### src/rtl/uart_bus_ctrl.sv
// ---------------------------------------------------------------------------
// uart_bus_ctrl
// Bus-side controller for a UART rx/tx datapath. It is an AHB-lite subset
// slave with a TX FIFO feeding a one-byte-at-a-time transmit sequencer, and
// an RX FIFO that collects bytes from the receiver and is popped by CPU reads.
//
// Optional feature macro: UART_CTRL_IRQ_EN
//    defined   : IRQ_MASK register (0xC, bits[1:0]) is read/write and irq_o
//                is a registered, maskable interrupt.
//    undefined : irq_o is tied low, IRQ_MASK reads 0 and ignores writes.
//
// Ports
//    clk_i          system clock
//    rst_i          asynchronous active-high reset
//    hSel_i         slave select
//    hTrans_i[1:0]  transfer type, bit1 = valid transfer
//    hWrite_i       1 = write
//    hAddr_i[3:0]   byte address, bits[3:2] select the register
//    hWData_i[31:0] write data (data phase)
//    hRData_o[31:0] read data (data phase)
//    hReady_o       0 = wait state (stalled DATA write on a full TX FIFO)
//    data_tx_o[7:0] byte presented to the transmitter
//    tx_en_o        one-cycle start pulse to the transmitter
//    tx_complete_i  transmitter finished the current byte
//    data_rx_i[7:0] byte from the receiver
//    rx_flag_i      one-cycle pulse, data_rx_i valid
//    irq_o          interrupt
//
// Register map (word offsets)
//    0x0 DATA     W: push TX FIFO    R: pop RX FIFO (0 when empty)
//    0x4 STATUS   [0] rx_nonempty [1] tx_full [2] tx_empty_and_idle [3] rx_ovr
//    0x8 CLEAR    W: bit3 = 1 clears rx_ovr, reads 0
//    0xC IRQ_MASK [1:0] (only with UART_CTRL_IRQ_EN)
//
// TX sequencer states
//    state  | meaning
//    S_IDLE | waiting for a byte; head is copied to data_tx_o when non-empty
//    S_LOAD | tx_en_o high for one cycle, FIFO head popped
//    S_WAIT | holding data_tx_o until tx_complete_i
// ---------------------------------------------------------------------------
module uart_bus_ctrl #(
   parameter int TX_DEPTH = 4,
   parameter int RX_DEPTH = 4
) (
   input  logic        clk_i,
   input  logic        rst_i,
   input  logic        hSel_i,
   input  logic [1:0]  hTrans_i,
   input  logic        hWrite_i,
   input  logic [3:0]  hAddr_i,
   input  logic [31:0] hWData_i,
   output logic [31:0] hRData_o,
   output logic        hReady_o,
   output logic [7:0]  data_tx_o,
   output logic        tx_en_o,
   input  logic        tx_complete_i,
   input  logic [7:0]  data_rx_i,
   input  logic        rx_flag_i,
   output logic        irq_o
);

   localparam int TXAW = $clog2(TX_DEPTH);
   localparam int RXAW = $clog2(RX_DEPTH);
   localparam logic [TXAW:0] TX_FULL_CNT = (TXAW+1)'(TX_DEPTH);
   localparam logic [RXAW:0] RX_FULL_CNT = (RXAW+1)'(RX_DEPTH);

   localparam logic [1:0] REG_DATA   = 2'd0;
   localparam logic [1:0] REG_STATUS = 2'd1;
   localparam logic [1:0] REG_CLEAR  = 2'd2;
   localparam logic [1:0] REG_MASK   = 2'd3;

   typedef enum logic [1:0] {
      S_IDLE = 2'd0,
      S_LOAD = 2'd1,
      S_WAIT = 2'd2
   } tx_state_e;

   tx_state_e state_q, state_d;

   // bus pipeline
   logic        valid_q;
   logic        write_q;
   logic [1:0]  addr_q;
   logic [31:0] rdata_q, rdata_d;

   // TX FIFO
   logic [7:0]      tx_mem_q [TX_DEPTH];
   logic [TXAW-1:0] tx_wp_q, tx_rp_q;
   logic [TXAW:0]   tx_cnt_q;

   // RX FIFO
   logic [7:0]      rx_mem_q [RX_DEPTH];
   logic [RXAW-1:0] rx_wp_q, rx_rp_q;
   logic [RXAW:0]   rx_cnt_q;

   logic [7:0] data_tx_q;
   logic       rx_ovr_q;
   logic [1:0] mask_rd;

   logic accept, wr_data, hready;
   logic tx_wr, tx_push, tx_pop, tx_load, tx_en;
   logic tx_full, tx_empty, tx_idle_empty;
   logic rx_pop, rx_push, rx_full, rx_nonempty;
   logic ovr_set, ovr_clr;
   logic [3:0] status;
   logic unused_ok;

   assign unused_ok = ^{hWData_i[31:8], hTrans_i[0], hAddr_i[1:0]};

   // ------------------------------------------------------------------
   // Flags and handshakes
   // ------------------------------------------------------------------
   assign tx_full       = (tx_cnt_q == TX_FULL_CNT);
   assign tx_empty      = (tx_cnt_q == '0);
   assign tx_idle_empty = tx_empty & (state_q == S_IDLE);
   assign rx_full       = (rx_cnt_q == RX_FULL_CNT);
   assign rx_nonempty   = (rx_cnt_q != '0);

   assign status = {rx_ovr_q, tx_idle_empty, tx_full, rx_nonempty};

   assign accept  = hSel_i & hTrans_i[1] & hready;
   assign wr_data = valid_q & write_q;

   // A sequencer pop in the same cycle frees the slot, so a write to a
   // full FIFO completes without waiting for the count to drop.
   assign tx_wr   = wr_data & (addr_q == REG_DATA);
   assign tx_push = tx_wr & (~tx_full | tx_pop);
   assign hready  = ~(tx_wr & tx_full & ~tx_pop);

   assign rx_pop  = accept & ~hWrite_i & (hAddr_i[3:2] == REG_DATA) & rx_nonempty;
   assign rx_push = rx_flag_i & (~rx_full | rx_pop);
   assign ovr_set = rx_flag_i & rx_full & ~rx_pop;
   assign ovr_clr = wr_data & (addr_q == REG_CLEAR) & hWData_i[3];

   assign hReady_o  = hready;
   assign hRData_o  = rdata_q;
   assign data_tx_o = data_tx_q;
   assign tx_en_o   = tx_en;

   // ------------------------------------------------------------------
   // Bus pipeline: address phase registered, read data captured at the
   // end of the address phase
   // ------------------------------------------------------------------
   always_comb begin
      rdata_d = rdata_q;
      if (accept) begin
         rdata_d = '0;
         if (!hWrite_i) begin
            case (hAddr_i[3:2])
               REG_DATA:   if (rx_nonempty) rdata_d = {24'b0, rx_mem_q[rx_rp_q]};
               REG_STATUS: rdata_d = {28'b0, status};
               REG_MASK:   rdata_d = {30'b0, mask_rd};
               default:    rdata_d = '0;
            endcase
         end
      end
   end

   always_ff @(posedge clk_i or posedge rst_i) begin
      if (rst_i) begin
         valid_q <= 1'b0;
         write_q <= 1'b0;
         addr_q  <= 2'b00;
         rdata_q <= '0;
      end else begin
         rdata_q <= rdata_d;
         if (hready) begin
            valid_q <= accept;
            write_q <= hWrite_i;
            addr_q  <= hAddr_i[3:2];
         end
      end
   end

   // ------------------------------------------------------------------
   // TX FIFO
   // ------------------------------------------------------------------
   always_ff @(posedge clk_i) begin
      if (tx_push) tx_mem_q[tx_wp_q] <= hWData_i[7:0];
   end

   always_ff @(posedge clk_i or posedge rst_i) begin
      if (rst_i) begin
         tx_wp_q  <= '0;
         tx_rp_q  <= '0;
         tx_cnt_q <= '0;
      end else begin
         if (tx_push) tx_wp_q <= tx_wp_q + 1'b1;
         if (tx_pop)  tx_rp_q <= tx_rp_q + 1'b1;
         case ({tx_push, tx_pop})
            2'b10:   tx_cnt_q <= tx_cnt_q + 1'b1;
            2'b01:   tx_cnt_q <= tx_cnt_q - 1'b1;
            default: tx_cnt_q <= tx_cnt_q;
         endcase
      end
   end

   // ------------------------------------------------------------------
   // RX FIFO and overflow flag
   // ------------------------------------------------------------------
   // On a full FIFO with a same-cycle pop, wp == rp: the read above sees
   // the old head before this write replaces that slot.
   always_ff @(posedge clk_i) begin
      if (rx_push) rx_mem_q[rx_wp_q] <= data_rx_i;
   end

   always_ff @(posedge clk_i or posedge rst_i) begin
      if (rst_i) begin
         rx_wp_q  <= '0;
         rx_rp_q  <= '0;
         rx_cnt_q <= '0;
         rx_ovr_q <= 1'b0;
      end else begin
         if (rx_push) rx_wp_q <= rx_wp_q + 1'b1;
         if (rx_pop)  rx_rp_q <= rx_rp_q + 1'b1;
         case ({rx_push, rx_pop})
            2'b10:   rx_cnt_q <= rx_cnt_q + 1'b1;
            2'b01:   rx_cnt_q <= rx_cnt_q - 1'b1;
            default: rx_cnt_q <= rx_cnt_q;
         endcase
         if (ovr_set)      rx_ovr_q <= 1'b1;
         else if (ovr_clr) rx_ovr_q <= 1'b0;
      end
   end

   // ------------------------------------------------------------------
   // TX sequencer
   // ------------------------------------------------------------------
   always_ff @(posedge clk_i or posedge rst_i) begin
      if (rst_i) state_q <= S_IDLE;
      else       state_q <= state_d;
   end

   always_comb begin
      state_d = state_q;
      case (state_q)
         S_IDLE:  if (!tx_empty) state_d = S_LOAD;
         S_LOAD:  state_d = S_WAIT;
         S_WAIT:  if (tx_complete_i) state_d = S_IDLE;
         default: state_d = S_IDLE;
      endcase
   end

   // The head is captured while leaving IDLE so data_tx_o is already valid
   // during the tx_en_o pulse; the pop in LOAD then only advances rp.
   always_comb begin
      tx_en   = 1'b0;
      tx_pop  = 1'b0;
      tx_load = 1'b0;
      case (state_q)
         S_IDLE:  tx_load = ~tx_empty;
         S_LOAD:  begin
            tx_en  = 1'b1;
            tx_pop = 1'b1;
         end
         default: ;
      endcase
   end

   always_ff @(posedge clk_i or posedge rst_i) begin
      if (rst_i)        data_tx_q <= 8'h00;
      else if (tx_load) data_tx_q <= tx_mem_q[tx_rp_q];
   end

   // ------------------------------------------------------------------
   // Interrupt
   // ------------------------------------------------------------------
`ifdef UART_CTRL_IRQ_EN
   logic [1:0] mask_q;
   logic       irq_q;

   always_ff @(posedge clk_i or posedge rst_i) begin
      if (rst_i) begin
         mask_q <= 2'b00;
         irq_q  <= 1'b0;
      end else begin
         if (wr_data && (addr_q == REG_MASK)) mask_q <= hWData_i[1:0];
         irq_q <= (mask_q[0] & rx_nonempty) | (mask_q[1] & tx_idle_empty);
      end
   end

   assign mask_rd = mask_q;
   assign irq_o   = irq_q;
`else
   assign mask_rd = 2'b00;
   assign irq_o   = 1'b0;
`endif

endmodule

### config.mk
export PLATFORM = sky130hd
export DESIGN_NAME = uart_bus_ctrl
export DESIGN_NICKNAME = d
export VERILOG_FILES = /design/src/rtl/uart_bus_ctrl.sv
export SDC_FILE = /design/constraint.sdc
export NUM_CORES = 1
export LEC_CHECK = 0
export BUFFER_PORTS_ARGS = -buffer_cell sky130_fd_sc_hd__buf_2
export CAP_MARGIN = 20
export CORE_ASPECT_RATIO = 1.75
export CORE_MARGIN = 8
export CORE_UTILIZATION = 54
export DETAILED_ROUTE_END_ITERATION = 8
export GPL_ROUTABILITY_DRIVEN = 0
export MAX_ROUTING_LAYER = met4
export PLACE_DENSITY_LB_ADDON = 0.12
export SLEW_MARGIN = 25
export SYNTH_ARGS = -nofsm -noshare
export SYNTH_HDL_FRONTEND = slang
export SYNTH_SLANG_ARGS = --single-unit
### constraint.sdc
create_clock -name clk_i -period 7.6 [get_ports clk_i]
set_clock_uncertainty 0.1 [all_clocks]
set_input_delay 1.14 -clock clk_i [delete_from_list [all_inputs] [get_ports clk_i]]
set_output_delay 1.14 -clock clk_i [all_outputs]
set_load 0.005 [all_outputs]
==> results.yml, run 1 <==
status:
  status: "complete, no violations"
synthesis:
  synth_edf_count: 64
  synth_flop_cell: "edfxtp_1"
  synth_async_sr_flop_share_pct: 36.6
  ys.warnings.count: 0
  syn_avg_cell_area_um2: 15.5
  ys_ff_latch: 101
  ys_seq_area_share_pct: 64.5
  yosysUniqueCellTypes: 47
  netlist_area_mm2: 0.00441
  synthCells: 285
timing:
  fin_crit_sh_pct: 46.2
  worst-slew-pin-transition_ns: 0.658
  relSlewSlack_pct: 56.1
  final.setup.tns_ns: 0
  min_period_ns: 3.51
  fmax_ghz: 0.285
  setup_viol: 0
  rsz0062_at_grt: "false"
  finalHoldViolCount: 0
  drv_slew: 0
place:
  io_buffers: 42
  dpl.hpwl_mm: 5.70
  placed_area_mm2: 0.00459
floorplanning:
  rows: 43
  initial_core_util_pct: 55.8
  die_h_um: 136
  die_x_um: 84.3
  dieArea_mm2: 0.0114
  ioPinCount: 95
  core_mm2: 0.00791
global_routing:
  grt_max_degree: 29
  antenna_found_initial: 0
  grt_overflow: 0
  grt_pass1_wl_mm: 12.2
  grt_pass1_vias: 2478
  track_usage_pct: 14.2
cts:
  postCtsSetupRepairBufs: 0
  cts_hold_buf: 0
  cts_root_buf: "clkbuf_16"
  cts_resized: 0
  clock-sinks: 101
  clock_latency_ns: 0.33
  numCtsBuffers: 9
  cts.reportedPaths.clkPinSlew_ns: 0.06
  clock_tree.buffer_depth: 2
  htree_levels: 3
  cts_tree: "yes"
setup_path:
  critical_path_class: "primary input to register"
  slowest_delay_ns: 0.55
  cp_data_arrival_time_ns: 3.66
  cp-start-kind: "primary input"
  worstPathMaxFanout: 12
  crit_chain: "buf_2, or3_1, nor2_2, nand2_1, or2_2, fa_1, inv_1, nand2_1, o22a_2, o211ai_1"
  required_ns: 7.75
  crit_top_cell: "nand2_1"
  slowest_stage: "nor2_2"
  cp-end-kind: "register"
finish:
  nets: 390
  multiInputGateArea_mm2: 0.00135
  regArea_mm2: 0.00285
  design_area_mm2: 0.00484
  drive_gt1_share_pct: 27.2
  nFillCells: 629
  synthToLayoutAreaGrowth_pct: 9.61
  insertedDiodeCount: 0
pwr:
  leakagePower_nw: 1.92
  power_density_mw_per_mm2: 338
  irDropWorstVdd_v: 0.000224
route:
  ant_nets: 0
  drt-total-wl_mm: 7.50
  drt_iter0_markers: 154
  drcViolationCount: 0
  wl_per_cell_um: 17.8
  drt_pass1_iterations: 6
  num_vias: 2244
  via_per_inst: 5.33
run:
  drv_cap: 0
worst_hold_path:
  hold_path.class: "register to register"
-- final cells by class --
class	instances	area share, %
clock buffers	13	4.97
clock inverters	2	0.259
well taps	90	2.33
multi-input cells	157	27.9
repair buffers	43	4.50
inverters	15	1.16
flip-flops and latches	101	58.9
-- Yosys cell counts, types with 2 or more instances --
master / instances / area, µm²
mux4_2: 16 / 360
dfrtp_1: 37 / 926
nand2_1: 17 / 63.8
or3_2: 2 / 15.0
edfxtp_1: 64 / 1920
nor2b_1: 2 / 12.5
inv_1: 15 / 56.3
nor3_1: 3 / 15.0
ha_1: 9 / 113
buf_4: 25 / 188
o21ai_0: 6 / 30.0
or3_1: 3 / 18.8
buf_6: 2 / 22.5
a32o_1: 5 / 50.1
nor2_1: 11 / 41.3
or2_2: 3 / 18.8
clkbuf_1: 5 / 18.8
mux2_2: 7 / 78.8
fa_1: 2 / 40.0
nand3_1: 4 / 20.0
xnor2_1: 6 / 52.6
and2_1: 9 / 56.3
buf_2: 4 / 20.0
nand2b_1: 2 / 12.5
xor2_1: 4 / 35.0
-- final timing paths --
check                      slack [ns]                  endpoint  depth (start not counted)               startpoint
hold / removal                   0.38   hRData_o[0]$_DFFE_PP0N_                          2  hRData_o[0]$_DFFE_PP0N_
hold reg to reg                  0.38   hRData_o[0]$_DFFE_PP0N_                          2  hRData_o[0]$_DFFE_PP0N_
setup reg to reg                 4.25   rx_cnt_q[2]$_DFFE_PP0P_                         10   state_q[1]$_DFFE_PP0P_
max in group asynchronous        6.01    rx_rp_q[0]$_DFFE_PP0N_                          3                    rst_i
setup / recovery                 4.09   rx_cnt_q[2]$_DFFE_PP0P_                         10               hAddr_i[3]
min in group asynchronous        0.68  data_tx_o[6]$_DFFE_PP0P_                          2                    rst_i
-- report_power, final --
part / total [mW] / internal [mW] / switching [mW]
registers: 0.806 / 0.701 / 0.106
logic: 0.433 / 0.236 / 0.197
clock network: 0.397 / 0.220 / 0.177
-- logic make-up (layout without fill, tap and decap cells) --
group	Yosys count	count (layout)	share of synthesized area, %
compound gates	24	24	4.88
xor+xnor	11	11	2.61
flops	101	101	64.5
other cells	1	25	0.0850
mux	24	24	10.2
buf+inv	51	73	6.92
fa+ha+maj	11	11	3.46
simple gates	62	62	7.37
-- flip-flops by register name (all words and copies together), names as in the netlist --
name / count
valid_q: 1
tx_cnt_q: 3
rx_cnt_q: 3
tx_mem_q: 32
rx_rp_q: 2
write_q: 1
addr_q: 2
state_q: 2
hRData_o: 8
tx_rp_q: 2
rx_ovr_q: 1
tx_wp_q: 2
rx_wp_q: 2
data_tx_o: 8
rx_mem_q: 32
-- per-layer routing --
layer	vias to the layer above	global-route usage (%)	routed length [µm]
met2	48	26.1	4320
met4	0	5.41	121
met3	9	4.10	292
li1	1063	-	-
met5	-	-	0
met1	1124	13.6	2760
-- through the flow --
step | instances | utilization, % | hold slack (ns) | total power, mW | worst slack, ns
floorplan | 309 | - | 0.356 | 1.15 | 4.32
global placement | 406 | 58.0 | 0.355 | 1.25 | 3.74
detailed placement | 406 | 58.0 | 0.369 | 1.26 | 3.74
CTS | 421 | 61.2 | 0.383 | 1.66 | 4.09
global route | 421 | 61.2 | 0.400 | 1.74 | 3.86
finish | 421 | 61.2 | 0.376 | 1.64 | 4.09
-- cell usage in the layout (no fill, tap or decap), types with 9 or more instances in the layout --
| cell | count |
|---|---|
| and2_1 | 9 |
| buf_2 | 42 |
| inv_1 | 15 |
| mux4_2 | 16 |
| dfrtp_1 | 37 |
| nand2_1 | 17 |
| clkbuf_16 | 9 |
| conb_1 | 25 |
| ha_1 | 9 |
| nor2_1 | 11 |
| edfxtp_1 | 64 |
-- critical path, delay by kind of cell --
| kind | cells | cell delay, ns |
|---|---|---|
| AND/OR/NAND/NOR | 5 | 1.55 |
| AO/OA/AOI/OAI | 2 | 0.38 |
| adder cells (fa/ha/maj) | 1 | 0.37 |
| buffers and inverters | 2 | 0.21 |
No activity file was read; power rests on OpenSTA's default activity.
==> inputs of run 2 (changes only) <==
Settings changed: CORE_UTILIZATION 54 to 49.
Clock period 7.6 ns to 3.1 ns, I/O delays scaled along.
==> run 2 against run 1 <==
Hold slack worse by 0.19 ns. Final cell count up 8.6%. Design area rose by 2.5%. Non-clock buffer count up 5. Largest cell class unchanged. Highest routed layer unchanged.
==> results.yml, run 2 (synthesis results as in run 1) <==
timing:
  worst-slew-pin-transition_ns: 0.859
  fin_crit_sh_pct: 86.6
  min_period_ns: 2.68
  layout_setup_ws_ns: 0.416
  setup_viol: 0
  fmax_ghz: 0.373
  drv_slew: 0
  relSlewSlack_pct: 42.6
  finalHoldViolCount: 0
  final.setup.tns_ns: 0
  rsz0062_at_grt: "false"
cts:
  cts_root_buf: "clkbuf_16"
  clock-sinks: 101
  htree_levels: 3
  clock_tree.buffer_depth: 2
  cts_resized: 0
  cts.reportedPaths.clkPinSlew_ns: 0.07
  cts_hold_buf: 0
  postCtsSetupRepairBufs: 0
  clock_latency_ns: 0.34
  cts_tree: "yes"
  numCtsBuffers: 9
floorplanning:
  die_h_um: 142
  core_mm2: 0.00892
  dieArea_mm2: 0.0124
  ioPinCount: 95
  rows: 46
  die_x_um: 87.8
  initial_core_util_pct: 49.5
run:
  drv_cap: 0
setup_path:
  cp-end-kind: "register"
  critical_path_class: "register to register"
  cp-start-kind: "register"
  worstPathMaxFanout: 4
  required_ns: 3.26
  cp_data_arrival_time_ns: 2.84
finish:
  mostFrequentLayoutCell: "edfxtp_1"
  layout_common_cells: "edfxtp_1 (64), buf_2 (42), dfrtp_1 (37)"
  largest_registers: "rx_mem_q: 32 flops, tx_mem_q: 32 flops"
  insertedDiodeCount: 0
  nets: 395
  synthToLayoutAreaGrowth_pct: 12.4
  design_area_mm2: 0.00496
  drive_gt1_share_pct: 29.4
pwr:
  leakagePower_nw: 1.97
  power_density_mw_per_mm2: 845
  irDropWorstVdd_v: 0.000449
  finalPower_mw: 4.19
route:
  drt-total-wl_mm: 7.88
  via_per_inst: 5.03
  num_vias: 2299
  wl_per_cell_um: 17.2
  ant_nets: 0
  drcViolationCount: 0
  drt_iter0_markers: 132
  drt_pass1_iterations: 5
worst_hold_path:
  hold_path.class: "primary input to asynchronous set/reset pin"
place:
  io_buffers: 42
  dpl_worst_slack_ns: 0.400
  dpl.hpwl_mm: 5.98
  placed_area_mm2: 0.00466
status:
  status: "complete, no violations"
global_routing:
  antenna_found_initial: 0
  track_usage_pct: 14.2
  grt_pass1_wl_mm: 12.6
  grt_pass1_vias: 2508
  grt_max_degree: 24
  grt_overflow: 0
## run 2: final timing paths
kind	startpoint	slack, ns	endpoint	depth (start not counted)
min reg2reg	data_tx_o[5]$_DFFE_PP0P_	0.37	data_tx_o[5]$_DFFE_PP0P_	2
max reg2reg	tx_cnt_q[0]$_DFFE_PP0P_	0.42	rx_cnt_q[2]$_DFFE_PP0P_	10
min in group clk_i	data_rx_i[5]	0.23	rx_mem_q[1][5]$_DFFE_PP_	1
min	rst_i	0.19	tx_rp_q[0]$_DFFE_PP0P_	2
max in group asynchronous	rst_i	2.05	data_tx_o[4]$_DFFE_PP0P_	3
max	tx_cnt_q[0]$_DFFE_PP0P_	0.42	rx_cnt_q[2]$_DFFE_PP0P_	10
## run 2: layout make-up
class,instances,area (µm²)
Tap cell,120,150
Fill cell,750,3960
Multi-Input combinational cell,157,1350
Sequential cell,101,2850
Inverter,15,56.3
Clock buffer,9,225
Clock inverter,7,73.8
Timing Repair Buffer,48,255
## run 2: per-stage QoR
stage          util (%)  instances  hold slack [ns]
2_1_floorplan         -        309            0.356
3_3_place_gp       52.2        441            0.360
3_5_place_dp       52.2        441            0.358
4_1_cts            55.6        457            0.222
5_1_grt            55.6        457            0.226
6_report           55.6        457            0.190
## run 2: where the power goes
group / internal (mW) / total [mW] / switching (mW) / leakage, nW
sequential: 1.72 / 1.99 / 0.272 / 1.04
clock: 0.630 / 1.12 / 0.488 / 0.141
combinational: 0.591 / 1.09 / 0.495 / 0.795
total: 2.94 / 4.19 / 1.26 / 1.97
## run 2: per-layer routing
| metal | global-route usage [%] | vias up | routed length, µm |
|---|---|---|---|
| met5 | - | - | 0 |
| met3 | 3.01 | 10 | 342 |
| li1 | - | 1077 | - |
| met1 | 14.4 | 1165 | 2970 |
| met2 | 24.9 | 47 | 4420 |
| met4 | 6.66 | 0 | 142 |
## run 2: worst max-delay path: stages, from the launching register on
cell      delay, ns
dfrtp_1        0.43
or3b_4         0.45
o311ai_4       0.32
nor2_2         0.07
nand2_1        0.09
or2_2          0.12
fa_1           0.16
inv_1          0.07
or3_1          0.42
o22a_2         0.22
o211ai_1       0.15
==> inputs of run 3 (changes only) <==
Settings changed: CORE_ASPECT_RATIO 1.75 to 0.8, CORE_UTILIZATION 49 to 29.
==> run 3 against run 2 <==
Clock power down 7%. Via count down 0.74%. Setup slack better by 0.0075 ns. Core utilization down 22 points. Combinational power about the same. Total power down 1.7%. Routed wire length up 8.9%. First-iteration DRC count down 17%. Non-clock buffer count down 1. Final cell count up 15%. Critical path depth unchanged. Largest cell class unchanged. Highest routed layer unchanged.
==> results.yml, run 3 (synthesis results as in run 1) <==
cts:
  clock_latency_ns: 0.34
  numCtsBuffers: 9
  cts_hold_buf: 0
  cts_root_buf: "clkbuf_16"
  clock_tree.buffer_depth: 2
  cts_tree: "yes"
  cts.reportedPaths.clkPinSlew_ns: 0.07
  htree_levels: 3
  cts_resized: 0
  clock-sinks: 101
  postCtsSetupRepairBufs: 0
setup_path:
  cp-end-kind: "register"
  critical_path_class: "register to register"
  cp-start-kind: "register"
  worstPathMaxFanout: 4
  r2r_slack_ns: 0.42
  cp_data_arrival_time_ns: 2.83
  required_ns: 3.26
finish:
  largest_registers: "rx_mem_q: 32 flops, tx_mem_q: 32 flops"
  nFillCells: 1459
  nets: 394
  layout_common_cells: "edfxtp_1 (64), buf_2 (42), dfrtp_1 (37)"
  utilization_pct: 33.5
  synthToLayoutAreaGrowth_pct: 13.5
  drive_gt1_share_pct: 28.6
  mostFrequentLayoutCell: "edfxtp_1"
route:
  drt_iter0_markers: 110
  drt_pass1_iterations: 4
  via_per_inst: 4.34
  wl_per_cell_um: 16.3
  num_vias: 2282
  drcViolationCount: 0
  drt-total-wl_mm: 8.58
  ant_nets: 0
pwr:
  leakagePower_nw: 1.95
  irDropWorstVdd_v: 0.000256
  power_density_mw_per_mm2: 822
  finalPower_mw: 4.12
run:
  drv_cap: 0
place:
  dpl_worst_slack_ns: 0.338
  io_buffers: 42
  dpl.hpwl_mm: 5.95
timing:
  final.setup.tns_ns: 0
  worst-slew-pin-transition_ns: 0.645
  setup_viol: 0
  rsz0062_at_grt: "false"
  min_period_ns: 2.68
  fin_crit_sh_pct: 86.3
  layout_setup_ws_ns: 0.424
  finalHoldViolCount: 0
  relSlewSlack_pct: 57.0
  holdWs_ns: 0.150
  fmax_ghz: 0.374
  drv_slew: 0
global_routing:
  antenna_found_initial: 1
  grt_pass1_vias: 2400
  grt_overflow: 0
  grt_max_degree: 38
  track_usage_pct: 9.52
  grt_pass1_wl_mm: 13.6
floorplanning:
  die_x_um: 154
  core_mm2: 0.0150
  dieArea_mm2: 0.0194
  ioPinCount: 95
  initial_core_util_pct: 29.5
  die_h_um: 126
  rows: 40
status:
  status: "complete, no violations"
worst_hold_path:
  hold_path.class: "primary input to asynchronous set/reset pin"
## run 3: final timing paths
check | endpoint | from | depth (start not counted)
worst min register to register | hRData_o[0]$_DFFE_PP0N_ | hRData_o[0]$_DFFE_PP0N_ | 2
min in group clk_i | rx_mem_q[2][4]$_DFFE_PP_ | data_rx_i[4] | 1
worst max register to register | rx_cnt_q[2]$_DFFE_PP0P_ | tx_cnt_q[0]$_DFFE_PP0P_ | 10
worst min-delay path | rx_cnt_q[0]$_DFFE_PP0P_ | rst_i | 3
worst max-delay path | rx_cnt_q[2]$_DFFE_PP0P_ | tx_cnt_q[0]$_DFFE_PP0P_ | 10
max in group asynchronous | tx_wp_q[1]$_DFFE_PP0P_ | rst_i | 3
## run 3: area by class of cell
cell class | count | area, µm² | share of cell area (%)
timing repair buffer | 47 | 248 | 4.94
multi-input combinational | 157 | 1350 | 27.0
clock buffer | 11 | 233 | 4.64
tap | 189 | 236 | 4.72
inverter | 15 | 56.3 | 1.12
clock inverter | 5 | 36.3 | 0.724
antenna | 1 | 2.50 | 0.0499
sequential | 101 | 2850 | 56.8
## run 3: where the power goes
part / switching, mW / internal, mW
registers: 0.271 / 1.72
logic: 0.508 / 0.587
clock network: 0.489 / 0.548
total: 1.27 / 2.85
## run 3: layer usage
| layer | GRT usage, % | up-vias | share of wire, % |
|---|---|---|---|
| met4 | 3.11 | 0 | 1.4 |
| met5 | - | - | 0 |
| met1 | 12.3 | 1142 | 49 |
| met3 | 3.94 | 11 | 6.9 |
| met2 | 13.3 | 60 | 42 |
| li1 | - | 1069 | - |
## run 3: stage by stage
stage          cells  area, µm²
2_1_floorplan    309       4500
3_3_place_gp     509       4740
3_5_place_dp     509       4740
4_1_cts          525       5010
5_1_grt          526       5010
6_report         526       5010
## run 3: critical path, cell delays in order, from the launching register on
cell      delay, ns
dfrtp_1        0.43
or3b_4         0.45
o311ai_4       0.32
nor2_2         0.08
nand2_1        0.09
or2_2          0.12
fa_1           0.15
inv_1          0.06
or3_1          0.41
o22a_2         0.22
o211ai_1       0.15
